**config.mk**
```make
export PLATFORM = sky130hd
export DESIGN_NAME = hazard_sequencer
export DESIGN_NICKNAME = d
export VERILOG_FILES = /design/src/rtl/hazard_sequencer.sv
export SDC_FILE = /design/constraint.sdc
export NUM_CORES = 1
export LEC_CHECK = 0
export ABC_AREA = 1
export BUFFER_PORTS_ARGS = -buffer_cell sky130_fd_sc_hd__clkbuf_2
export CORE_AREA = 4 4 41 43
export CTS_CLUSTER_SIZE = 8
export DETAILED_ROUTE_END_ITERATION = 16
export DIE_AREA = 0 0 45 47
export PLACE_DENSITY_LB_ADDON = 0.1
export SYNTH_ARGS = -nofsm -noshare
export SYNTH_HDL_FRONTEND = slang
export SYNTH_SLANG_ARGS = --single-unit
```
**constraint.sdc**
```tcl
create_clock -name clk -period 0.9 [get_ports clk]
set_input_delay 0.09 -clock clk [delete_from_list [all_inputs] [get_ports clk]]
set_output_delay 0.09 -clock clk [all_outputs]
set_load 0.03 [all_outputs]
```
**src/rtl/hazard_sequencer.sv**
```systemverilog
// -----------------------------------------------------------------------------
// hazard_sequencer
//
// Pipeline hazard sequencer for a classic five-stage in-order core.
// It combines three sources of pipeline control into one set of stage-register
// enables plus bubble/flush strobes:
//   * memory freeze : an outstanding instruction or data memory access
//                     that has not yet been answered stops every stage
//   * kill          : a branch mispredict (live, or remembered from a freeze)
//                     squashes the IF/ID and ID/EX contents
//   * load-use      : the ID instruction reads the destination of a load
//                     that is currently in EX; PC and IF/ID hold for one
//                     cycle while a bubble is written into ID/EX
// Priority is freeze > kill > load-use > run.
// All outputs are combinational from the inputs and the registered state.
//
// Optional feature macro: HAZARD_SEQ_PERF_CNT_EN
//   When defined, three CNT_W-bit wrap-around performance counters are
//   added (freeze cycles, load-use stall cycles, flush cycles) together
//   with their output ports.  When undefined, neither exists.
//
// Parameters
//   CNT_W           width of each performance counter
//
// Ports
//   clk             pipeline clock, rising edge
//   rst             asynchronous reset, active high
//   id_valid        ID stage holds a valid instruction
//   id_rs1/id_rs2   source register numbers of the ID instruction
//   id_uses_rs1/2   the ID instruction actually reads rs1/rs2
//   ex_valid        EX stage holds a valid instruction
//   ex_is_load      the EX instruction is a load
//   ex_rd           destination register of the EX instruction
//   mispredict      branch resolved against the prediction
//   imem_read       instruction fetch request outstanding
//   imem_resp       instruction memory answers this cycle
//   dmem_read/write data memory request outstanding
//   dmem_resp       data memory answers this cycle
//   load_pc .. load_mem_wb  stage-register enables
//   bubble_id_ex    write an invalid packet into ID/EX
//   flush_if_id     write an invalid packet into IF/ID
//   state           current sequencer state (debug)
//   perf_*          performance counters (feature macro only)
// -----------------------------------------------------------------------------
module hazard_sequencer #(
  parameter int CNT_W = 32
) (
  input  logic             clk,
  input  logic             rst,
  input  logic             id_valid,
  input  logic [4:0]       id_rs1,
  input  logic [4:0]       id_rs2,
  input  logic             id_uses_rs1,
  input  logic             id_uses_rs2,
  input  logic             ex_valid,
  input  logic             ex_is_load,
  input  logic [4:0]       ex_rd,
  input  logic             mispredict,
  input  logic             imem_read,
  input  logic             imem_resp,
  input  logic             dmem_read,
  input  logic             dmem_write,
  input  logic             dmem_resp,
  output logic             load_pc,
  output logic             load_if_id,
  output logic             load_id_ex,
  output logic             load_ex_mem,
  output logic             load_mem_wb,
  output logic             bubble_id_ex,
  output logic             flush_if_id,
  output logic [1:0]       state
`ifdef HAZARD_SEQ_PERF_CNT_EN
  ,
  output logic [CNT_W-1:0] perf_freeze_cycles,
  output logic [CNT_W-1:0] perf_lu_stalls,
  output logic [CNT_W-1:0] perf_flushes
`endif
);

  typedef enum logic [1:0] {
    RUN      = 2'd0,
    LU_STALL = 2'd1,
    MEM_WAIT = 2'd2
  } state_t;

  state_t state_reg;
  state_t state_next;
  logic   flush_pending_reg;
  logic   flush_pending_next;

  logic   mem_busy;
  logic   rs1_match;
  logic   rs2_match;
  logic   lu_hazard;
  logic   kill;

  // Mutually exclusive cycle classifications, all forced low while in reset
  // so that neither the outputs nor the counters react during reset.
  logic   freeze_cycle;
  logic   kill_cycle;
  logic   stall_cycle;

  // ---------------------------------------------------------------------------
  // Hazard detection
  // ---------------------------------------------------------------------------
  assign mem_busy  = (imem_read & ~imem_resp)
                   | ((dmem_read | dmem_write) & ~dmem_resp);

  assign rs1_match = id_uses_rs1 & (id_rs1 == ex_rd);
  assign rs2_match = id_uses_rs2 & (id_rs2 == ex_rd);

  // x0 is hardwired to zero, so a load targeting it never creates a dependency.
  assign lu_hazard = ex_valid & ex_is_load & (ex_rd != 5'd0) & id_valid
                   & (rs1_match | rs2_match);

  // A mispredict seen while frozen is remembered and replayed on release.
  assign kill = mispredict | flush_pending_reg;

  assign freeze_cycle = ~rst & mem_busy;
  assign kill_cycle   = ~rst & ~mem_busy & kill;
  assign stall_cycle  = ~rst & ~mem_busy & ~kill & lu_hazard;

  // ---------------------------------------------------------------------------
  // State register
  // ---------------------------------------------------------------------------
  always_ff @(posedge clk or posedge rst) begin
    if (rst) begin
      state_reg         <= RUN;
      flush_pending_reg <= 1'b0;
    end else begin
      state_reg         <= state_next;
      flush_pending_reg <= flush_pending_next;
    end
  end

  // ---------------------------------------------------------------------------
  // Next state and outputs
  // ---------------------------------------------------------------------------
  always_comb begin
    state_next         = RUN;
    flush_pending_next = 1'b0;
    load_pc            = 1'b0;
    load_if_id         = 1'b0;
    load_id_ex         = 1'b0;
    load_ex_mem        = 1'b0;
    load_mem_wb        = 1'b0;
    bubble_id_ex       = 1'b0;
    flush_if_id        = 1'b0;

    // Next state: the current state never gates the decision, so a stall
    // interrupted by a freeze is simply re-evaluated from the live inputs
    // once memory answers.
    if (mem_busy) begin
      state_next         = MEM_WAIT;
      flush_pending_next = flush_pending_reg | mispredict;
    end else if (!kill && lu_hazard) begin
      state_next = LU_STALL;
    end

    // Outputs: reset and freeze both leave every strobe at its default of 0.
    if (rst || freeze_cycle) begin
      load_pc = 1'b0;
    end else if (kill_cycle) begin
      // The killed ID instruction cannot cause a load-use stall.
      load_pc      = 1'b1;
      load_if_id   = 1'b1;
      load_id_ex   = 1'b1;
      load_ex_mem  = 1'b1;
      load_mem_wb  = 1'b1;
      bubble_id_ex = 1'b1;
      flush_if_id  = 1'b1;
    end else if (stall_cycle) begin
      // Hold PC and IF/ID, insert a bubble behind the load.
      load_id_ex   = 1'b1;
      bubble_id_ex = 1'b1;
      load_ex_mem  = 1'b1;
      load_mem_wb  = 1'b1;
    end else begin
      load_pc      = 1'b1;
      load_if_id   = 1'b1;
      load_id_ex   = 1'b1;
      load_ex_mem  = 1'b1;
      load_mem_wb  = 1'b1;
    end
  end

  assign state = state_reg;

  // The bubble written during a stall moves the load out of EX, so a second
  // consecutive unfrozen, unkilled load-use hazard points at a broken pipeline.
  a_lu_stall_single_cycle : assert property (
    @(posedge clk) disable iff (rst)
      (state_reg == LU_STALL && !mem_busy && !kill) |-> !lu_hazard
  );

  // A counter narrower than one bit is meaningless; this block only exists
  // for an illegal CNT_W and makes such a configuration easy to spot.
  if (CNT_W < 1) begin : g_cnt_w_invalid
  end

  // ---------------------------------------------------------------------------
  // Performance counters
  // ---------------------------------------------------------------------------
`ifdef HAZARD_SEQ_PERF_CNT_EN
  localparam logic [CNT_W-1:0] CNT_ONE = CNT_W'(1);

  logic [2:0] cnt_event;

  // Index 0: freeze cycles, 1: load-use stall cycles, 2: flush cycles.
  assign cnt_event = {kill_cycle, stall_cycle, freeze_cycle};

  for (genvar gi = 0; gi < 3; gi++) begin : g_cnt
    logic [CNT_W-1:0] cnt_reg;

    // Plain binary add wraps naturally at 2^CNT_W.
    always_ff @(posedge clk or posedge rst) begin
      if (rst) begin
        cnt_reg <= '0;
      end else if (cnt_event[gi]) begin
        cnt_reg <= cnt_reg + CNT_ONE;
      end
    end
  end

  assign perf_freeze_cycles = g_cnt[0].cnt_reg;
  assign perf_lu_stalls     = g_cnt[1].cnt_reg;
  assign perf_flushes       = g_cnt[2].cnt_reg;
`endif

endmodule

```
==> key figures, run 1 <==
Routing
  • Initial DRC Count: 11
  • DRT Pass-1 Iters: 4
  • WL per Instance: between 9 and 10 um
  • Drt via density: about 4.3
  • Post-DRT Antenna Nets: 0
  • Via count: 611
  • Drc violations: 0
  • Post-Route WL: 1.30 mm

Timing
  • # setup viols final: 8
  • Pins over their slew limit: 0
  • Fin crit period: around 1.3 ns
  • Worst Max-Slew Pin Slew: 0.194 ns
  • Max Clk Rate: about 0.75 GHz
  • Slew HR: 87.0%
  • Final worst setup slack: -0.434 ns
  • Final period util: 148%
  • RSZ-0062 raised after global routing: true
  • Hold Violations, Final: 0
  • Worst Clk Skew: 0.0000404 ns

Die
  • Initial Utilization: approximately a third
  • Core area: 1300 um^2
  • Chip Width: between 40 and 50 um
  • Die H: 47 um
  • Die Area: 2120 um^2
  • Row cnt: 13
  • IO Count: 37

GRT
  • Vias in the first global route: 543
  • Largest net degree at the start of global routing: 6
  • Initial antenna violation count: 0
  • First-pass GRT wire length: around 1.9 mm
  • GRT Total Usage: 12.6%
  • Global route overflow: 0

Clock tree
  • CTS tree: done
  • CTS Sinks: 3
  • Htree depth: 1
  • Total CTS buffers: 3
  • Clock Latency Late Sink: ~0.24 ns
  • Buffer depth of the longest clock path: 2
  • Clk slew on worst S/H paths: 0.04 ns
  • Clk root buf: clkbuf_4

Power and ir drop
  • Pleak: 0.522 nW
  • Pwr Density: 931 nW/um^2
  • Peak VDD IR: between 0.0002 and 0.0003 V
  • Tot Pwr: 756 uW

Worst setup path
  • Flop-to-flop setup slack: -0.03 ns
  • CP delay by family, top: simple AND/OR/NAND/NOR gates
  • Startpoint Class: flop
  • CP max FO: 2
  • Worst path bufs/invs: 2
  • CP startpoint: flush_pending_reg
  • Setup CP Type: reg2out
  • Crit-path cells: nor2_2, inv_2, nor3_2, nand3_1, nand2_2, buf_8
  • R2r startpoint: flush_pending_reg
  • Required time at the worst-slack endpoint: 0.81 ns
  • CP max-delay cell: dfrtp_1
  • CP max stage delay: 0.37 ns
  • Critical Path AT: 1.24 ns
  • CP Capture Type: output pin
  • Reg2Reg Depth: 5
  • R2r endpoint: state[0]

Final layout
  • Share of layout cells above drive strength 1: 48.8%
  • Final nets: 156
  • Finished Layout Cells: about 140
  • Utilization after layout: approximately 62%
  • Design area: 812 um^2
  • Max reg flops: 2
  • P&R area growth vs syn: 96.1%
  • Ant diodes: 0

Place
  • Placed Cells: 136
  • Dpl cell area: 648 um^2
  • Final HPWL DP: 987 um
  • Port buffer count: 36
  • Pre-CTS setup slack: -0.232 ns
  • GP Congestion: around 0.76

Logic synthesis
  • Synthesized area: 414 um^2
  • Cells after synthesis: 82
  • Synthesis-stage register bit count: 3
  • Yosys warnings: 0
  • Avg Inst Size Synth: 5.05 um^2
  • Cell variety after synth: 13
  • Syn nets: 110
  • Sequential fraction of the synthesis area: 18.1%

Run
  • Max cap viols: 0

Worst hold path
  • Hold Crit Endpoint: state[1]
  • WHS Path Cells: 3
  • Hold_sp: imem_resp
  • Hold Crit Class: in2reg

Status
  • Violations in the final reports: negative setup slack
  • Status: finished, violations left
[worst register-to-register path, delay by kind of cell (launching register included)]
| family | cells | cell delay, ns |
|---|---|---|
| flops | 1 | 0.37 |
| simple gates | 3 | 0.24 |
| buf+inv | 2 | 0.26 |
[logic make-up after synthesis]
family	synth area share (%)
compound gates	5.74
simple gates	51.7
flops	18.1
buf+inv	24.5
[layout make-up]
class	instances	area, um^2
inverters	21	78.8
clock buffers	4	26.3
multi-input cells	55	289
fillers	132	489
well taps	15	18.8
repair buffers	44	324
flip-flops and latches	3	75.1
[power by group]
| group | switching (mW) | leakage (nW) | internal [mW] |
|---|---|---|---|
| sequential | 0.00287 | 0.0378 | 0.143 |
| combinational | 0.189 | 0.470 | 0.176 |
| clock | 0.0782 | 0.0150 | 0.167 |
| total | 0.270 | 0.522 | 0.486 |
[per-stage QoR]
stage	TNS, ns	hold WS, ns
6_report	-1.75	0.218
3_5_place_dp	-0.924	0.00386
2_1_floorplan	-0.425	-0.156
3_3_place_gp	-0.840	0.000473
4_1_cts	-1.70	0.220
5_1_grt	-2.12	0.204
[per-layer routing]
layer / routed length [um] / global-route usage [%] / share of wire, % / vias to the layer above
li1: - / - / - / 321
met1: 436 / 11.4 / 33 / 267
met2: 788 / 24.9 / 60 / 23
met3: 80 / 3.45 / 6.1 / 0
met4: 0 / 7.02 / 0 / 0
met5: 0 / 0 / 0 / -
[what timing repair did]
action	in CTS	in global routing
pin swaps	5	0
hold buffers	1	0
gates resized for setup	20	9
endpoints found under the setup margin	8	8
buffers inserted	1	0
hold endpoints to repair	3	0
[placed cells by master (no fill, tap or decap), drive strengths merged]
cell | synthesis | layout
nand3 | 6 | 6
nor2 | 13 | 13
dfrtp | 3 | 3
buf | 3 | 13
o21bai | 2 | 2
clkbuf | 0 | 34
inv | 21 | 21
nor3 | 1 | 1
nand2 | 32 | 32
o21ai | 1 | 1
dlygate4sd3 | 0 | 1
[Yosys cell counts, drive strengths merged]
cell     n  area, um^2
nor2    13        51.3
dfrtp    3        75.1
nand2   32         123
o21ai    1        8.76
buf      3        22.5
inv     21        78.8
nand3    6        35.0
nor3     1        5.00
o21bai   2        15.0
[worst max path at each step]
stage | end | slack, ns | cells after the start
floorplan | load_pc | -0.20 | 6
global placement | bubble_id_ex | -0.21 | 6
detailed placement | bubble_id_ex | -0.23 | 6
CTS | bubble_id_ex | -0.42 | 6
global route | bubble_id_ex | -0.51 | 6
finish | bubble_id_ex | -0.43 | 6
(Power assumes the default switching activity.)
==> run 2, diff against run 1 <==
BUFFER_PORTS_ARGS = -buffer_cell sky130_fd_sc_hd__buf_2   (was -buffer_cell sky130_fd_sc_hd__clkbuf_2)
==> key figures, run 2 (synthesized netlist as in run 1, its figures left out) <==
Status
  • Status: finished, violations left
  • Violations in the final reports: negative setup slack

Routing
  • Post-DRT Antenna Nets: 0 (unchanged)
  • DRT Pass-1 Iters: 2 (-2)
  • Via count: 600 (-1.8%)
  • WL per Instance: 8.23 um (-10%)
  • Drc violations: 0 (unchanged)
  • Post-Route WL: 1.17 mm (-10%)
  • Initial DRC Count: 2 (-9)
  • Drt via density: 4.23 (-1.8%)

Worst setup path
  • R2r endpoint: state[0]
  • Setup CP Type: reg2out
  • Worst path bufs/invs: 2 (unchanged)
  • CP max-delay cell: dfrtp_1
  • R2r startpoint: flush_pending_reg
  • CP delay by family, top: simple AND/OR/NAND/NOR gates
  • Required time at the worst-slack endpoint: 0.81 ns (about the same)
  • Crit-path cells: nor2_2, inv_2, nor3_2, nand3_1, nand2_2, buf_6
  • Reg2Reg Depth: 5 (unchanged)
  • CP max stage delay: 0.36 ns (about the same)
  • Startpoint Class: flop
  • CP Capture Type: output pin
  • Critical Path AT: 1.23 ns (about the same)
  • CP max FO: 2 (unchanged)
  • Flop-to-flop setup slack: -0.04 ns (about the same)

Final layout
  • Ant diodes: 0 (unchanged)
  • Share of layout cells above drive strength 1: 49.6% (+0.79 points)
  • Final nets: 156 (unchanged)
  • Finished Layout Cells: 142 (unchanged)
  • Most frequent cells in the layout: nand2_1 (28), buf_2 (28), inv_1 (15), nor2_1 (10), buf_6 (10)
  • Max reg flops: 2 (unchanged)
  • P&R area growth vs syn: 89.1%
  • Filler Cell Count: 141 (+6.8%)
  • Register area: 75.1 um^2 (unchanged)
  • Multi-input gate area: 284 um^2 (-1.7%)

Die
  • Initial Utilization: 31.8% (unchanged)
  • Die H: 47 um (unchanged)
  • Die Area: 2120 um^2 (unchanged)
  • IO Count: 37 (unchanged)
  • Core area: 1300 um^2 (unchanged)
  • Chip Width: 45 um (unchanged)
  • Row cnt: 13 (unchanged)

Clock tree
  • Total CTS buffers: 3 (unchanged)
  • CTS Sinks: 3 (unchanged)
  • Buffer depth of the longest clock path: 2 (unchanged)
  • Htree depth: 1 (unchanged)
  • CTS tree: done
  • Clk slew on worst S/H paths: 0.04 ns (about the same)
  • Clock Latency Late Sink: 0.24 ns (about the same)
  • Clk root buf: clkbuf_4

Worst hold path
  • Hold Crit Endpoint: state[1]
  • Hold Crit Class: in2reg
  • WHS Path Cells: 3 (unchanged)
  • Hold_sp: imem_resp

Timing
  • Slew HR: 83.0% (-4.0 points)
  • Final worst setup slack: -0.422 ns (+0.0118 ns)
  • Fin crit period: 1.32 ns (-0.0118 ns)
  • Worst Clk Skew: 0.00574 ns (+0.00569 ns)
  • # setup viols final: 8 (unchanged)
  • Pins over their slew limit: 0 (unchanged)
  • Max Clk Rate: 0.756 GHz (+0.89%)
  • Setup TNS: -1.51 ns (+0.243 ns)
  • Worst Max-Slew Pin Slew: 0.255 ns (+0.0612 ns)
  • Hold Violations, Final: 0 (unchanged)
  • RSZ-0062 raised after global routing: true
  • Final period util: 147% (-1.3 points)

GRT
  • GRT met2 Usage: 25.7% (+0.85 points)
  • Busiest grt layer: met2
  • Initial antenna violation count: 0 (unchanged)
  • M1 GR Usage: 10.2% (-1.1 points)
  • First-pass GRT wire length: 1.93 mm (+1.5%)
  • Global route overflow: 0 (unchanged)
  • Largest net degree at the start of global routing: 6 (unchanged)
  • GRT Total Usage: 12.4% (-0.16 points)
  • Global Route met3 Usage: 3.07% (-0.38 points)
  • Vias in the first global route: 559 (+2.9%)

Power and ir drop
  • Pleak: 0.509 nW (-2.6%)
  • Peak VDD IR: 0.000280 V (-2.5%)
  • Comb pwr share: 46.4% (-1.8 points)
  • Part of the power in registers: 19.8% (+0.4 points)
  • Pwr Density: 940 nW/um^2 (+1.1%)
  • Internal power: 473 uW (-2.7%)
  • Sw power: 264 uW (-2.1%)
  • Sw Share: 35.8% (+0.15 points)
  • Clock network power share: 33.7% (+1.3 points)

Place
  • Port buffer count: 36 (unchanged)
  • GP Congestion: 0.770 (+1.1%)
  • Pre-CTS setup slack: -0.236 ns (-0.00458 ns)
  • Placed Cells: 136 (unchanged)
  • Final HPWL DP: 958 um (-3.0%)

Run
  • Max cap viols: 0 (unchanged)
-- run 2: timing repair --
action                                  4_1_cts  5_1_grt
pin swaps                                     2        0
endpoints found under the setup margin        8        8
hold buffers                                  1        0
resized for setup                            21        3
endpoints found under the hold margin         3        0
setup buffers                                 1        1
-- run 2: worst max path at each step --
stage | startpoint | end | depth (start not counted)
global route | flush_pending_reg | bubble_id_ex | 6
global placement | flush_pending_reg | bubble_id_ex | 6
CTS | flush_pending_reg | bubble_id_ex | 6
detailed placement | flush_pending_reg | bubble_id_ex | 6
floorplan | dmem_write | load_pc | 6
finish | flush_pending_reg | bubble_id_ex | 6
-- run 2: layer usage --
layer,up-vias,wire (um)
met3,4,97
met2,25,627
met4,0,29
met1,249,415
li1,322,-
met5,-,0
-- run 2: final cells by class --
cell class / count / area share [%]
Clock buffer: 4 / 3.35
Inverter: 21 / 10.1
Multi-Input combinational cell: 55 / 36.3
Sequential cell: 3 / 9.58
Tap cell: 15 / 2.40
Timing Repair Buffer: 44 / 38.3
-- run 2: tightest hold or removal path: stages --
cell	delay, ns
buf_2	0.08
o21ai_2	0.08
buf_4	0.15
-- run 2: power groups by stage --
stage	combinational [mW]	sequential [mW]	clock, mW
detailed placement	0.282	0.148	0
floorplan	0.157	0.156	0
global route	0.379	0.147	0.272
finish	0.342	0.146	0.248
CTS	0.335	0.146	0.255
global placement	0.280	0.148	0
-- run 2: metrics by stage --
stage / hold slack, ns / instance area (um^2) / util, % / total power, mW
after floorplan: -0.156 / 427 / - / 0.313
after global placement: 0.00278 / 648 / 49.8 / 0.427
after detailed placement: 0.00151 / 648 / 49.8 / 0.430
after CTS: 0.210 / 769 / 59.1 / 0.736
after global routing: 0.215 / 783 / 60.2 / 0.798
final: 0.213 / 783 / 60.2 / 0.737
